## src/rtl/cv_ctrl_ports.sv

```systemverilog
// Controller-port front end: decodes joystick words onto keypad/joystick pins and
// turns spinner deltas into a rate-limited quadrature phase on p7/p9.
module cv_ctrl_ports #(
    parameter int          NUM_PORTS = 2,
    parameter logic [15:0] SPIN_DIV  = 16'd1337,
    parameter logic [9:0]  SPIN_SAT  = 10'd511
) (
    input  logic                     clk_i,
    input  logic                     reset_n_i,
    input  logic                     clk_en_i,
    input  logic                     swap_i,
    input  logic [32*NUM_PORTS-1:0]  joy_i,
    input  logic [8*NUM_PORTS-1:0]   spin_i,
    input  logic [NUM_PORTS-1:0]     spin_stb_i,
    input  logic [NUM_PORTS-1:0]     ctrl_p5_i,
    input  logic [NUM_PORTS-1:0]     ctrl_p8_i,
    output logic [NUM_PORTS-1:0]     ctrl_p1_o,
    output logic [NUM_PORTS-1:0]     ctrl_p2_o,
    output logic [NUM_PORTS-1:0]     ctrl_p3_o,
    output logic [NUM_PORTS-1:0]     ctrl_p4_o,
    output logic [NUM_PORTS-1:0]     ctrl_p6_o,
    output logic [NUM_PORTS-1:0]     ctrl_p7_o,
    output logic [NUM_PORTS-1:0]     ctrl_p9_o
);

    localparam logic [15:0]        TMR_RELOAD = SPIN_DIV - 16'd1;
    localparam logic signed [12:0] SAT_POS    = {3'b000, SPIN_SAT};
    localparam logic signed [12:0] SAT_NEG    = -SAT_POS;

    function automatic logic signed [10:0] sat11(input logic signed [12:0] v);
        logic signed [12:0] r;
        if (v > SAT_POS)
            r = SAT_POS;
        else if (v < SAT_NEG)
            r = SAT_NEG;
        else
            r = v;
        return r[10:0];
    endfunction

    // Lowest-numbered pressed key wins; order is key0..key9, '*', '#', purple, blue.
    function automatic logic [3:0] key_code(input logic [31:0] j);
        logic [3:0] code;
        if      (j[8])  code = 4'b0011;
        else if (j[9])  code = 4'b1110;
        else if (j[10]) code = 4'b1101;
        else if (j[11]) code = 4'b0110;
        else if (j[12]) code = 4'b0001;
        else if (j[13]) code = 4'b1001;
        else if (j[14]) code = 4'b0111;
        else if (j[15]) code = 4'b1100;
        else if (j[16]) code = 4'b1000;
        else if (j[17]) code = 4'b1011;
        else if (j[6])  code = 4'b1010;
        else if (j[7])  code = 4'b0101;
        else if (j[18]) code = 4'b0100;
        else if (j[19]) code = 4'b0010;
        else            code = 4'b1111;
        return code;
    endfunction

    logic [32*NUM_PORTS-1:0] joy_sw;
    logic [8*NUM_PORTS-1:0]  spin_sw;
    logic [NUM_PORTS-1:0]    stb_sw;

    generate
        if (NUM_PORTS > 1) begin : g_swap
            always_comb begin
                joy_sw  = joy_i;
                spin_sw = spin_i;
                stb_sw  = spin_stb_i;
                if (swap_i) begin
                    joy_sw[63:0]  = {joy_i[31:0], joy_i[63:32]};
                    spin_sw[15:0] = {spin_i[7:0], spin_i[15:8]};
                    stb_sw[1:0]   = {spin_stb_i[0], spin_stb_i[1]};
                end
            end
        end else begin : g_noswap
            logic swap_unused;
            assign swap_unused = swap_i;
            assign joy_sw      = joy_i;
            assign spin_sw     = spin_i;
            assign stb_sw      = spin_stb_i;
        end
    endgenerate

    // Spinner state lives with the output port; only the inputs feeding it are swapped.
    for (genvar p = 0; p < NUM_PORTS; p++) begin : g_port
        logic [31:0]        joy;
        logic               joy_unused;
        logic signed [7:0]  delta;
        logic               stb;
        logic [4:0]         pins_next;
        logic [4:0]         pins_q;
        logic signed [10:0] acc;
        logic signed [10:0] pend;
        logic [15:0]        tmr;
        logic [1:0]         phase;
        logic               tick;
        logic               step_up;
        logic               step_dn;
        logic signed [12:0] delta_ext;
        logic signed [12:0] delta_now;
        logic signed [12:0] adj;
        logic signed [12:0] acc_sum;
        logic signed [12:0] pend_sum;

        assign joy        = joy_sw[32*p +: 32];
        assign joy_unused = ^joy[31:20];
        assign delta      = spin_sw[8*p +: 8];
        assign stb        = stb_sw[p];

        always_comb begin
            pins_next = 5'b11111;
            if (!ctrl_p5_i[p])
                pins_next = pins_next & {key_code(joy), ~joy[5]};
            if (!ctrl_p8_i[p])
                pins_next = pins_next & {~joy[3], ~joy[2], ~joy[1], ~joy[0], ~joy[4]};
        end

        // Step direction comes from the accumulator before this cycle's delta lands.
        always_comb begin
            tick      = (tmr == 16'd0);
            step_up   = tick && (acc > 11'sd0);
            step_dn   = tick && (acc < 11'sd0);
            delta_ext = {{5{delta[7]}}, delta};
            delta_now = stb ? delta_ext : 13'sd0;
            adj       = step_up ? -13'sd1 : (step_dn ? 13'sd1 : 13'sd0);
            acc_sum   = {{2{acc[10]}}, acc} + {{2{pend[10]}}, pend} + delta_now + adj;
            pend_sum  = {{2{pend[10]}}, pend} + delta_ext;
        end

        always_ff @(posedge clk_i or negedge reset_n_i) begin
            if (!reset_n_i) begin
                pins_q <= 5'b11111;
                acc    <= '0;
                pend   <= '0;
                tmr    <= TMR_RELOAD;
                phase  <= 2'b00;
            end else if (clk_en_i) begin
                pins_q <= pins_next;
                tmr    <= tick ? TMR_RELOAD : tmr - 16'd1;
                acc    <= sat11(acc_sum);
                pend   <= '0;
                if (step_up)
                    phase <= {phase[0], ~phase[1]};
                else if (step_dn)
                    phase <= {~phase[0], phase[1]};
            end else if (stb) begin
                pend <= sat11(pend_sum);
            end
        end

        assign ctrl_p1_o[p] = pins_q[4];
        assign ctrl_p2_o[p] = pins_q[3];
        assign ctrl_p3_o[p] = pins_q[2];
        assign ctrl_p4_o[p] = pins_q[1];
        assign ctrl_p6_o[p] = pins_q[0];
        assign ctrl_p7_o[p] = ~phase[0];
        assign ctrl_p9_o[p] = ~phase[1];
    end

endmodule
```

## config.mk

```make
export PLATFORM = sky130hd
export DESIGN_NAME = cv_ctrl_ports
export DESIGN_NICKNAME = d
export VERILOG_FILES = /design/src/rtl/cv_ctrl_ports.sv
export SDC_FILE = /design/constraint.sdc
export NUM_CORES = 1
export LEC_CHECK = 0
export ABC_AREA = 1
export CORE_MARGIN = 4
export CORE_UTILIZATION = 30
export DETAILED_ROUTE_END_ITERATION = 7
export GPL_TIMING_DRIVEN = 0
export HOLD_SLACK_MARGIN = 0.02
export PLACE_DENSITY_LB_ADDON = 0.08
export RECOVER_POWER = 100
export SLEW_MARGIN = 0
export SYNTH_ARGS = -nofsm -noshare
export SYNTH_HDL_FRONTEND = slang
export SYNTH_SLANG_ARGS = --single-unit
```

## constraint.sdc

```tcl
create_clock -name clk_i -period 9 [get_ports clk_i]
set_clock_uncertainty 0.05 [all_clocks]
set_input_delay 1.8 -clock clk_i [delete_from_list [all_inputs] [get_ports clk_i]]
set_output_delay 1.8 -clock clk_i [all_outputs]
set_load 0.03 [all_outputs]
```

==> metrics.md <==
| Metric | Value |
|---|---|
| Failing checks | capacitance limit, slew limit |
| Actual slew at the worst max-slew pin | between 3 and 4 ns |
| Filler cell count in the final layout | around 3,500 |
| RSZ-0062 raised after global routing | no |
| Ant diodes | 0 |
| Largest net degree at the start of global routing | just over 50 |
| Residual DRC count | 0 |
| Compound-cell area share of the yosys netlist | 11.92% |
| Adder-cell share of the synthesized area | 15.14% |
| Reg2reg setup slack | 4.14 ns |
| Combinational family with the most area after synthesis | simple AND/OR/NAND/NOR gates |
| Max-cap viol count | 2 |
| Post-Route WL | 31.07 mm |
| Hold path cells | 2 |
| Status | finished, violations left |
| Final nets | 1,790 |
| Commonest non-fill, non-tap cells in the layout | nand2_1 (446), inv_1 (272), nor2_1 (128) |
| Final Hold Fails | 0 |
| Fin crit share | about three quarters |
| Critical Setup Path Class | in2reg |
| Post-synth EDFFs | 0 |
| Post-synthesis sequential area ratio | 23.35% |
| Cell taking the most area after synthesis | dfrtp_1 |
| Setup_tns | 0 ns |
| Yosys top cell area share | 17.96% |
| Post-synthesis mux area share | 0.2309% |
| Die Span X | roughly 190 um |
| Setup violators final | 0 |
| WP data required | 9.15 ns |
| CTS-repair resized insts | 0 |
| Xor and xnor fraction of the mapped netlist area | under 10% |
| Clock slew seen by the registers of the worst setup and hold paths | 0.08 ns |
| Remaining Overflow, GRT | 0 |
| Worst reg2reg path depth | 21 |
| Post-Synth Simple-Gate Area | 33.84% |
| Die area | 35,460 sq um |
| Max-slew violations | 93 |
| Ys async rst share | 100.0% |
| CP cell instances | dlygate4sd3_1 -> clkbuf_1 -> clkbuf_1 -> clkbuf_1 -> o21ai_0 -> nor2_1 -> fa_1 -> fa_1 -> nor2_1 -> nor2_1 -> nor2_1 -> nand3_1 -> nor2_1 -> nand4_1 -> nand4_1 -> nand2_1 -> nand3_1 -> o21ai_0 |
| Peak supply drop | ~170 uV |
| Largest cells by area after synthesis | dfrtp_1 (18%), nand2_1 (17%), inv_1 (10%) |
| Slowest cell on crit path | clkbuf_1 |
| Startpoint Class | input pin |
| Cts hold-fix bufs | 0 |
| Drt first pass iters | 5 |
| Area growth syn-to-layout | 16.04% |
| CORE AREA | 31,800 sq um |
| Buf/Inv on CP | 4 |
| Worst-Skew Late Latency | about 0.36 ns |
| H-tree depth | 3 |
| GPL Wtd Cong | 0.8372 |
| Initial detailed-routing violation count | 526 |
| Post-Layout Inst Area | 11,320 sq um |
| Slowest stage delay, CP | ~0.73 ns |
| Die Ht | 188.3 um |
| Leakage power total | 0.006027 uW |
| Std cell rows | 65 |
| Syn nets | ~1,700 |
| Max Root-Sink Buffers | 2 |
| DR WL/cell | roughly 15 um |
| Worst min path class | reg2reg |
| Vias per cell | 4.631 |
| Minimum clock period | 6.874 ns |
| Max Clk Rate | between 100 and 150 MHz |
| Crit-path max FO | 10 |
| Number of global-route vias before repair | 9,490 |
| Cells after Synth | between 1,500 and 2,000 |
| Post-Syn Area per Cell | about 6.5 sq um |
| Synth Flop Type | dfrtp_1 |
| Critical Path AT | 7.02 ns |
| Delay-heaviest family, CP | buffers and inverters |
| Post-DP HPWL | 25.79 mm |
| Yosys cell types | 46 |
| Synth Cell Area | ~9800 sq um |
| GRT Util Overall | 17.58% |
| Dpl cell area | around 11,000 sq um |
| Levels on crit path | 18 |
| Yosys warns | 0 |
| Post-synthesis register bit count | 90 |
| Worst slew margin relative to its limit | -105.3% |
| Post-CTS Setup Bufs | 0 |
| Cts bufs inserted | 9 |
| Root buf cell | clkbuf_16 |
| Global-route wire length before repair | 50.21 mm |
| Initial antenna violation count | 0 |
| Share of cells above drive strength 1 | 4.673% |
| Initial Util | 30.67% |
| CTS tree | built |
| I/O Pins | 104 |
| Via count | 9,448 |
| Clock sink count | 90 |
| Pwr/cell area | roughly 400 nW/um^2 |
| CP endpoint kind | flop |
| Port bufs | 79 |
| Power Total | about 4500 uW |
| Leading cell type in the layout, fill and taps excluded | nand2_1 |
| Antenna Nets Post-Route | 0 |
| Most used cell, CP | nor2_1 |
[synthesized netlist by cell type, types with 2 or more instances]
cell / instances
nand2_1: 440
inv_1: 269
nor2_1: 124
nand3_1: 109
o21ai_0: 78
a21oi_1: 77
dfrtp_1: 70
ha_1: 70
fa_1: 30
xor2_1: 30
dfstp_2: 20
nand4_1: 20
nor3_1: 16
o21ai_1: 14
clkbuf_1: 13
nand3b_1: 12
xnor2_1: 12
buf_2: 10
or2_2: 9
o21bai_1: 8
a31oi_1: 7
inv_2: 7
nor2_2: 7
nand3_2: 6
nand2_2: 5
a21oi_2: 4
nor4_1: 4
o2111ai_1: 4
a22oi_1: 3
and2_1: 3
nand2_4: 3
o211ai_1: 3
o21a_1: 3
a21oi_4: 2
mux2_2: 2
nor3_4: 2
o22ai_1: 2
o31ai_1: 2
or2_1: 2
[flip-flops by register name (all words and copies together) (netlist names)]
signal,cells
g_port.acc,22
g_port.phase,4
g_port.tmr,32
g_port.pins_q,10
g_port.pend,22
[worst register-to-register path: stages, from the launching register on]
cell      delay (ns)
dfrtp_1         0.36
inv_1           0.16
ha_1            0.21
nand4_1         0.11
nor2_1          0.16
nand3_2         0.15
nor3_4          0.44
inv_1           0.41
fa_1            0.63
inv_1           0.06
ha_1            0.25
fa_1            0.47
nand3_1         0.14
nand3b_1        0.08
nand2_1         0.10
nand3_1         0.09
nor2_1          0.11
nand3_1         0.10
nand4_1         0.10
nand2_1         0.24
nand2_1         0.17
o21ai_0         0.12
[path summary, 6_finish.rpt]
check / from / endpoint
worst max-delay path: swap_i / g_port[1].acc[1]
worst min-delay path: g_port[1].pins_q[2] / g_port[1].pins_q[2]
worst max register to register: g_port[0].tmr[0] / g_port[0].acc[1]
worst min register to register: g_port[1].pins_q[2] / g_port[1].pins_q[2]
max in group asynchronous: reset_n_i / g_port[0].tmr[1]
min in group asynchronous: reset_n_i / g_port[1].pend[10]
[metal layers]
layer	wire, um	GRT usage [%]
met5	0	0
met4	549	4.624
met3	819	2.056
met1	14810	23.07
met2	14890	30.79
[cell families after synthesis]
kind of cell,count (synthesis)
XOR/XNOR,42
adder cells (fa/ha/maj),100
AO/OA/AOI/OAI,209
AND/OR/NAND/NOR,765
flip-flops,90
buffers and inverters,301
multiplexers,2
[metrics by stage]
stage	utilization, %	setup WS (ns)	hold WS (ns)	cells
3_3_place_gp	34.87	2.070	0.4085	2023
3_5_place_dp	34.95	2.223	0.4112	2024
6_report	35.59	2.126	0.4207	2040
5_1_grt	35.59	1.707	0.4448	2040
2_1_floorplan	-	3.980	0.3973	1509
4_1_cts	35.87	2.582	0.4254	2040
[power breakdown]
part / internal, uW / switching, uW
sequential: 579 / 156
clock: 201 / 188
combinational: 1210 / 2180
total: 1990 / 2520
[cell type report]
class | instances | area [sq um] | share of cell area (%)
timing repair buffer | 80 | 788.3 | 6.965
clock buffer | 10 | 239.0 | 2.112
clock inverter | 6 | 53.80 | 0.4754
multi-input combinational | 1118 | 6272 | 55.42
buffer | 24 | 102.6 | 0.9066
inverter | 277 | 1040 | 9.187
tap | 435 | 544.3 | 4.809
sequential | 90 | 2277 | 20.12
No activity file was read; power rests on OpenSTA's default activity.
